<file path="src/rtl/ara_ctrl_regs_pkg.sv">
// Shared types for the end-of-computation / debug control register responder.
// Holds the register index map, VCD trigger encodings and the response record.
package ara_ctrl_regs_pkg;

  typedef enum logic [2:0] {
    RegExit         = 3'd0,
    RegEventTrigger = 3'd1,
    RegHwCntEn      = 3'd2,
    RegRuntime      = 3'd3,
    RegRuntimeBuf   = 3'd4
  } reg_idx_e;

  typedef enum logic {
    StIdle = 1'b0,
    StResp = 1'b1
  } state_e;

  localparam logic [63:0] VcdTriggerOn  = 64'h1;
  localparam logic [63:0] VcdTriggerOff = '1;

  typedef struct packed {
    logic [63:0] rdata;
    logic        err;
  } rsp_t;

endpackage

</file>
<file path="src/rtl/ara_sat_counter.sv">
// Saturating up-counter with synchronous clear; also exposes the saturated
// next value so a caller can capture the count including the current cycle.
module ara_sat_counter #(
  parameter int unsigned Width = 64
) (
  input  logic             clk_i,
  input  logic             rst_i,
  input  logic             en_i,
  input  logic             clr_i,
  output logic [Width-1:0] q_o,
  output logic [Width-1:0] q_inc_o
);

  logic [Width-1:0] cnt_q;

  function automatic logic [Width-1:0] sat_inc(input logic [Width-1:0] v);
    return (&v) ? v : v + Width'(1);
  endfunction

  assign q_inc_o = sat_inc(cnt_q);
  assign q_o     = cnt_q;

  // clear wins over increment
  always_ff @(posedge clk_i) begin
    if (rst_i) begin
      cnt_q <= '0;
    end else if (clr_i) begin
      cnt_q <= '0;
    end else if (en_i) begin
      cnt_q <= q_inc_o;
    end
  end

endmodule

</file>
<file path="src/rtl/ara_exit_ctrl_regs.sv">
// Peripheral register responder for exit/tohost, VCD event trigger, HW counter
// enables and a runtime cycle counter gated by counter-enable bit 0.
module ara_exit_ctrl_regs
  import ara_ctrl_regs_pkg::*;
#(
  parameter int unsigned AddrWidth  = 64,
  parameter int unsigned NrCounters = 8,
  parameter int unsigned CntWidth   = 64
) (
  input  logic                  clk_i,
  input  logic                  rst_i,
  input  logic                  req_valid_i,
  output logic                  req_ready_o,
  input  logic [AddrWidth-1:0]  req_addr_i,
  input  logic                  req_we_i,
  input  logic [63:0]           req_wdata_i,
  input  logic [7:0]            req_be_i,
  output logic                  rsp_valid_o,
  input  logic                  rsp_ready_i,
  output logic [63:0]           rsp_rdata_o,
  output logic                  rsp_err_o,
  output logic [63:0]           exit_o,
  output logic [63:0]           event_trigger_o,
  output logic [NrCounters-1:0] hw_cnt_en_o,
  output logic [CntWidth-1:0]   runtime_buf_o
);

  state_e                state_q, state_d;
  rsp_t                  rsp_q, rsp_d;
  logic [63:0]           exit_q, event_q;
  logic [NrCounters-1:0] hw_cnt_en_q, hw_new;
  logic [CntWidth-1:0]   runtime_buf_q, cnt_q, cnt_inc;
  logic [63:0]           cur_val, merged;
  logic                  mapped, writable, accept, do_write;
  logic                  wr_exit, wr_evt, wr_hw, cnt_clr, cnt_latch;
  reg_idx_e              idx;
  logic                  unused_addr;

  function automatic logic [63:0] be_merge(input logic [63:0] old_v,
                                           input logic [63:0] new_v,
                                           input logic [7:0]  be);
    logic [63:0] res;
    for (int b = 0; b < 8; b++) begin
      res[b*8 +: 8] = be[b] ? new_v[b*8 +: 8] : old_v[b*8 +: 8];
    end
    return res;
  endfunction

  assign unused_addr = ^{req_addr_i[AddrWidth-1:6], req_addr_i[2:0]};
  assign idx         = reg_idx_e'(req_addr_i[5:3]);

  always_comb begin
    state_d     = state_q;
    req_ready_o = 1'b0;
    rsp_valid_o = 1'b0;
    case (state_q)
      StIdle: begin
        req_ready_o = 1'b1;
        if (req_valid_i) state_d = StResp;
      end
      StResp: begin
        rsp_valid_o = 1'b1;
        if (rsp_ready_i) state_d = StIdle;
      end
      default: state_d = StIdle;
    endcase
  end

  assign accept = req_valid_i && (state_q == StIdle);

  // Address decode: current register value and access permissions
  always_comb begin
    cur_val  = '0;
    mapped   = 1'b1;
    writable = 1'b1;
    case (idx)
      RegExit:         cur_val = exit_q;
      RegEventTrigger: cur_val = event_q;
      RegHwCntEn:      cur_val = 64'(hw_cnt_en_q);
      RegRuntime: begin
        cur_val  = 64'(cnt_q);
        writable = 1'b0;
      end
      RegRuntimeBuf: begin
        cur_val  = 64'(runtime_buf_q);
        writable = 1'b0;
      end
      default: begin
        mapped   = 1'b0;
        writable = 1'b0;
      end
    endcase
  end

  always_comb begin
    rsp_d.err   = !mapped || (req_we_i && !writable);
    rsp_d.rdata = (!req_we_i && mapped) ? cur_val : '0;
  end

  assign merged   = be_merge(cur_val, req_wdata_i, req_be_i);
  assign hw_new   = merged[NrCounters-1:0];
  assign do_write = accept && req_we_i && !rsp_d.err;
  // a done exit word is sticky until reset; the write is silently dropped
  assign wr_exit  = do_write && (idx == RegExit) && !exit_q[0];
  assign wr_evt   = do_write && (idx == RegEventTrigger);
  assign wr_hw    = do_write && (idx == RegHwCntEn);

  assign cnt_clr   = wr_hw && !hw_cnt_en_q[0] && hw_new[0];
  assign cnt_latch = wr_hw && hw_cnt_en_q[0] && !hw_new[0];

  ara_sat_counter #(
    .Width (CntWidth)
  ) i_runtime_cnt (
    .clk_i   (clk_i),
    .rst_i   (rst_i),
    .en_i    (hw_cnt_en_q[0]),
    .clr_i   (cnt_clr),
    .q_o     (cnt_q),
    .q_inc_o (cnt_inc)
  );

  always_ff @(posedge clk_i) begin
    if (rst_i) begin
      state_q       <= StIdle;
      rsp_q         <= '0;
      exit_q        <= '0;
      event_q       <= '0;
      hw_cnt_en_q   <= '0;
      runtime_buf_q <= '0;
    end else begin
      state_q <= state_d;
      if (accept) rsp_q <= rsp_d;
      if (wr_exit) exit_q <= merged;
      if (wr_evt) event_q <= merged;
      if (wr_hw) hw_cnt_en_q <= hw_new;
      // latched value includes the final enabled cycle
      if (cnt_latch) runtime_buf_q <= cnt_inc;
    end
  end

  assign rsp_rdata_o     = rsp_q.rdata;
  assign rsp_err_o       = rsp_q.err;
  assign exit_o          = exit_q;
  assign event_trigger_o = event_q;
  assign hw_cnt_en_o     = hw_cnt_en_q;
  assign runtime_buf_o   = runtime_buf_q;

endmodule

</file>
<file path="config.mk">
export PLATFORM = sky130hd
export DESIGN_NAME = ara_exit_ctrl_regs
export DESIGN_NICKNAME = d
export VERILOG_FILES = /design/src/rtl/ara_ctrl_regs_pkg.sv /design/src/rtl/ara_sat_counter.sv /design/src/rtl/ara_exit_ctrl_regs.sv
export SDC_FILE = /design/constraint.sdc
export NUM_CORES = 1
export LEC_CHECK = 0
export CAP_MARGIN = 20
export CORE_ASPECT_RATIO = 0.8
export CORE_MARGIN = 8
export CORE_UTILIZATION = 30
export CTS_CLUSTER_SIZE = 20
export DETAILED_ROUTE_END_ITERATION = 6
export PLACE_DENSITY = 0.5
export SYNTH_ARGS = -nofsm -noshare
export SYNTH_HDL_FRONTEND = slang
export SYNTH_HIERARCHICAL = 1
export SYNTH_SLANG_ARGS = --single-unit
export TNS_END_PERCENT = 20
</file>
<file path="constraint.sdc">
create_clock -name clk_i -period 3.42 [get_ports clk_i]
set_input_delay 0.342 -clock clk_i [delete_from_list [all_inputs] [get_ports clk_i]]
set_output_delay 0.342 -clock clk_i [all_outputs]
set_load 0.01 [all_outputs]
</file>
# Yosys cells after proc, flatten, opt, wreduce, memory -nomap -nowiden
# Cells that the tools add are included.
[op_classes]
n_addsub = 1
eq_ne = 4
n_mux = 18
bitwise = 1
reduce_logical = 26
[ops]
columns = ["cell", "count"]
rows = [
  ["$pmux 64 s5", 1],
  ["$mux 64", 2],
  ["$add 64x1->64 const B", 1],
  ["$mux 8", 8],
  ["$reduce_and 64->1", 1],
  ["$logic_and 1x1->1", 13],
  ["$logic_not 1->1", 7],
  ["$eq 3x2->1 const B", 2],
  ["$mux 1", 6],
  ["$reduce_or 5->1", 1],
  ["$eq 3x1->1 const B", 1],
  ["$eq 3x3->1 const B", 1],
  ["$logic_not 3->1", 1],
  ["$reduce_or 3->1", 1],
  ["$pmux 1 s2", 1],
  ["$reduce_or 2->1", 1],
  ["$logic_or 1x1->1", 1],
  ["$not 1->1", 1],
]
[totals]
register_bits = 330
inputBits = 141
output_inout_bits = 267
wordCells = 58

# Depth between registers and ports, before layout
# Gate-level depths: netlist (run 1).
[depth]
depth_word = 12
mapped_depth = 12
ltp_nobuf = 9

# Hierarchy
# Netlist (run 1), hierarchy kept.
[by_module_without_submodules]
columns = ["mod", "instances", "cells_per_inst", "area_per_inst_um2", "seq_area_each_um2"]
rows = [
  ["ara_exit_ctrl_regs", 1, 1394, 12249.2, 5325.1],
  ["ara_sat_counter", 1, 596, 4616.9, 1281.2],
]

# Worst setup path before layout (run 1)
# Ideal clock, no wire load.
[synth_timing]
path_type = "register to register"
startpoint = "register i_runtime_cnt.cnt_q[0], in the netlist i_runtime_cnt/q_o[0]"
endpoint = "register runtime_buf_q[60], in the netlist runtime_buf_o[60]"
setup_time_ns = 0.072
arrival_time_ns = 2.441
required_time_ns = 3.348
slack_ns = 0.907
path_stages_with_launch = 11
path_buffers = 1
period_less_slack_ns = 2.513
cell_sequence = "dfxtp_1 ha_1 and3_1 nand3_1 or3_1 clkbuf_1 or3_1 a211oi_1 xor2_1 nand2_1 mux2i_1"
[synth_between]
elab_cells_between_ends = 7
classes_between = "add/sub (1); mux (3); reduce/logical (3)"
[synth_lines]
columns = ["element", "line", "text"]
rows = [
  ["start, declared", "ara_sat_counter.sv:14", "logic [Width-1:0] cnt_q;"],
  ["start signal, assigned", "ara_sat_counter.sv:30", "cnt_q <= q_inc_o;"],
  ["$add 64x1->64 / $reduce_and 64->1 (equally long branches)", "ara_sat_counter.sv:17", "return (&v) ? v : v + Width'(1);"],
  ["$mux 64 *", "ara_sat_counter.sv:17", ""],
  ["named net cnt_inc[60]", "ara_exit_ctrl_regs.sv:32", "logic [CntWidth-1:0] runtime_buf_q, cnt_q, cnt_inc;"],
  ["end signal, assigned", "ara_exit_ctrl_regs.sv:137", "if (cnt_latch) runtime_buf_q <= cnt_inc;"],
  ["end, declared", "ara_exit_ctrl_regs.sv:32", ""],
]
# The timed path passes the listed nets; every way through them passes the cells marked *.
# A chain may end at the register's enable or synchronous reset.

# Worst setup path after layout (run 1)
[layout_timing]
startpoint = "register i_runtime_cnt.cnt_q[0], in the netlist i_runtime_cnt/q_o[0]"
endpoint = "register i_runtime_cnt.cnt_q[58], in the netlist i_runtime_cnt/q_o[58]"
[layout_between]
elab_chain_len = 4
elab_cells_between_ends = 7
classes_between = "add/sub (1); mux (3); reduce/logical (3)"
[layout_lines]
columns = ["element"]
rows = [
  ["parallel branches: the longest is 4 deep, another holds $add 64x1->64"],
]
# Parallel ways; which one is timed is not known.

==> impl_metrics.toml, run 1 <==
[drt]
dr.pass1.iters = 7
drt_wl_total_um = 70550
vias = 16690
vias_per_cell = 5.477
ant_nets = 0
wl_per_cell_um = 23.15
drc_errors = 0
first_iter_violations = 1285

[setup_path]
critical_path_buf_inv_count = 2
crit_chain = "ha_1, and3_1, nand3_1, buf_4, nor4_2, buf_4, nand3_1, or4_1, a21oi_1"
crit_slowest_cell = "or4_1"
crit_type = "register to register"
crit_family = "simple AND/OR/NAND/NOR gates"
slowest_delay_ps = 640
worstPathRequired_ps = 3910
crit_fanout = 13
critPathLaunchType = "register"
endpoint_kind = "register"
cp.arrival_ps = 3570

[global_route]
grt_pass1_wl_um = 105000
grt_use_total_pct = 20.88
grt_antenna_before_repair = 3
gr-total-overflow = 0
grt_pass1_vias = 16370
grt_max_degree = 191

[layout]
regArea_um2 = 6606
layout-drive-gt1-share_pct = 7.317
layout_common_cells = "342 x clkdlybuf4s50_1, 330 x dfxtp_1, 299 x nand2_1, 187 x mux2i_1, 132 x nor2_1"
multi_input_area_um2 = 9409
final_nets = 2413
n_fill_cell = 5569
finalInstanceArea_um2 = 22250
final_common_cell = "clkdlybuf4s50_1"
syn2layout_area_growth_pct = 31.94

[power_and_ir_drop]
power_frac_comb_pct = 6.8
pwr_density_cell_nw_per_um2 = 390.8
switching_share_pct = 24.37
p_clk_share_pct = 48.6
vdd_ir_drop_max_mv = 0.2860
netSwitchingPower_w = 0.002119
seqPwrFrac_pct = 44.6
p_int_w = 0.006577
power.leakage_nw = 7.490

[synth]
async_flop_share_pct = 0
yosys.area_share.simple_pct = 22.03
synth.avg_cell_area_um2 = 8.475
muxShareOfSynthArea_pct = 11.10
ys_ff_latch = 330
synth_compound_area_share_pct = 17.69
seq_area_frac_synth_pct = 39.17
synthXorXnorAreaFrac_pct = 4.570
synth_fa_ha_area_share_pct = 0.07418
yosysWarnings = 6
syn_nets = 2132
synth_edf_count = 0
synth_top_family_by_area = "simple AND/OR/NAND/NOR gates"
synth.cell_area_um2 = 16870
syn_inst = 1990
ys_types = 76
synth_flop_cell = "dfxtp_1"

[floorplanning]
ioPinCount = 408
initial_core_util_pct = 30.45
fp.dieW_um = 281.1
fp.dieArea_um2 = 64110
die_h_um = 228.1
core_um2 = 55400
rows = 77

[clock_tree]
cts_made_buffers = 40
postCtsSetupRepairBufs = 0
clock_path_buffers = 3
cts.htree.levels = 2
clock_sinks = 330
cts_root_buffer = "clkbuf_16"
ctsResizeCount = 0
clkLatencyLatePin_ps = 560
cts.clk_slew.worst_paths_ps = 60
hold_buffers = 0
tritoncts = "built"

[sta]
min_period_ps = 3083
setup_viol = 0
finalCritPeriodShare_pct = 90.15
hold_viol = 0
skew_ps = 18.90
drv_slew = 0
slew-limit-headroom_pct = 37.60
rsz0062_at_grt = "false"
tightest_slew_ps = 933.1
clock.fmax_mhz = 324.3
setup_tns_ps = 0
hold_slack_ps = 225.7

[place]
port_buffers = 346
gp_congestion = 0.8863
dp_hpwl_um = 49850
dpl_cell_area_um2 = 20990

[outcome]
outcome = "completed"

[run]
maxCapViolations = 0

[min_path]
hp-class = "input pin to register"
## cell type report
cell class	count	area share (%)
Tap cell	750	4.217
Antenna cell	1	0.01125
Inverter	10	0.1912
Sequential cell	330	29.69
Clock buffer	60	5.252
Clock inverter	7	0.4329
Timing Repair Buffer	409	17.93
Multi-Input combinational cell	1480	42.28
## layer usage
metal,GRT usage [%],part of all wire (%),vias up
li1,-,-,7796
met1,26.65,42,8174
met2,34.36,47,612
met3,5.142,7.9,104
met4,6.557,2.7,2
met5,0,0.014,-
## power groups by stage
stage	registers (W)	logic, W	clock network [W]
after floorplan	0.00396	0.000298	0
after global placement	0.00396	0.000587	0
after detailed placement	0.00396	0.000594	0
after CTS	0.00388	0.000595	0.00435
after global routing	0.00388	0.000625	0.00452
final	0.00388	0.000595	0.00423
## final timing paths
path	startpoint	endpoint	slack [ps]	cells past startpoint
hold / removal	req_addr_i[5]	rsp_err_o	230	3
setup / recovery	i_runtime_cnt/q_o[0]	i_runtime_cnt/q_o[58]	340	9
hold reg to reg	rsp_rdata_o[59]	rsp_rdata_o[59]	450	2
setup reg to reg	i_runtime_cnt/q_o[0]	i_runtime_cnt/q_o[58]	340	9
## tightest hold or removal path: cells and delay by family
| kind | cells | cell delay, ps |
|---|---|---|
| AO/OA/AOI/OAI | 2 | 220 |
| buffers and inverters | 1 | 160 |
## metrics by stage
stage               cells  total power, W  setup slack, ps  util (%)
floorplan            1990        0.004263            907.2         -
global placement     2978        0.004547            356.0     37.85
detailed placement   2979        0.004554            379.1     37.88
CTS                  3046        0.008825            385.1     40.16
global route         3047        0.009017            106.8     40.17
finish               3047        0.008696            336.9     40.17
## cell usage after synthesis, drive strengths merged (7+ instances only)
cell type	count	share of area, %
o22ai	32	1.2
nand2b	20	0.74
inv	10	0.22
dfxtp	330	39
buf	78	2.8
nor2	132	2.9
o311ai	26	1.4
o31ai	12	0.53
o211ai	30	1.4
a22oi	30	1.3
xor2	62	3.2
or4	15	0.72
nand4	39	1.5
nand2	300	6.7
or3	32	1.2
mux2i	187	11
o21ai	122	3.7
a221oi	7	0.36
or3b	11	0.57
a211oi	14	0.70
a2bb2oi	30	1.6
a32oi	14	0.73
a311oi	23	1.2
nand3	97	3.0
and4	10	0.53
nor4	14	0.76
clkbuf	91	2.2
nor3	32	1.0
a21oi	83	2.5
nand3b	23	1.0
and3	16	0.61
xnor2	26	1.4
## state kept, by name, summed over array words and instances, names as in the netlist
register           cells
rsp_err_o              1
hw_cnt_en_o            8
state_q                1
rsp_rdata_o           64
runtime_buf_o         64
i_runtime_cnt/q_o     64
event_trigger_o       64
exit_o                64
## kinds of logic after synthesis
family / count (synthesis)
simple gates: 758
compound gates: 446
flops: 330
mux: 187
buf+inv: 180
xor+xnor: 88
fa+ha+maj: 1
Note: power is estimated with default switching activity, not from simulation.
==> run 2, diff against run 1 <==
--- a/config.mk
+++ b/config.mk
@@ -5,12 +5,14 @@
 export SDC_FILE = /design/constraint.sdc
 export NUM_CORES = 1
 export LEC_CHECK = 0
+export ABC_CLOCK_PERIOD_IN_PS = 3420
 export CAP_MARGIN = 20
 export CORE_ASPECT_RATIO = 0.8
 export CORE_MARGIN = 8
 export CORE_UTILIZATION = 30
 export CTS_CLUSTER_SIZE = 20
 export DETAILED_ROUTE_END_ITERATION = 6
+export HOLD_SLACK_MARGIN = 0.06
 export PLACE_DENSITY = 0.5
 export SYNTH_ARGS = -nofsm -noshare
 export SYNTH_HDL_FRONTEND = slang
==> results of run 2 <==
No change in the layout: final DEF, timing and power equal those of run 1.
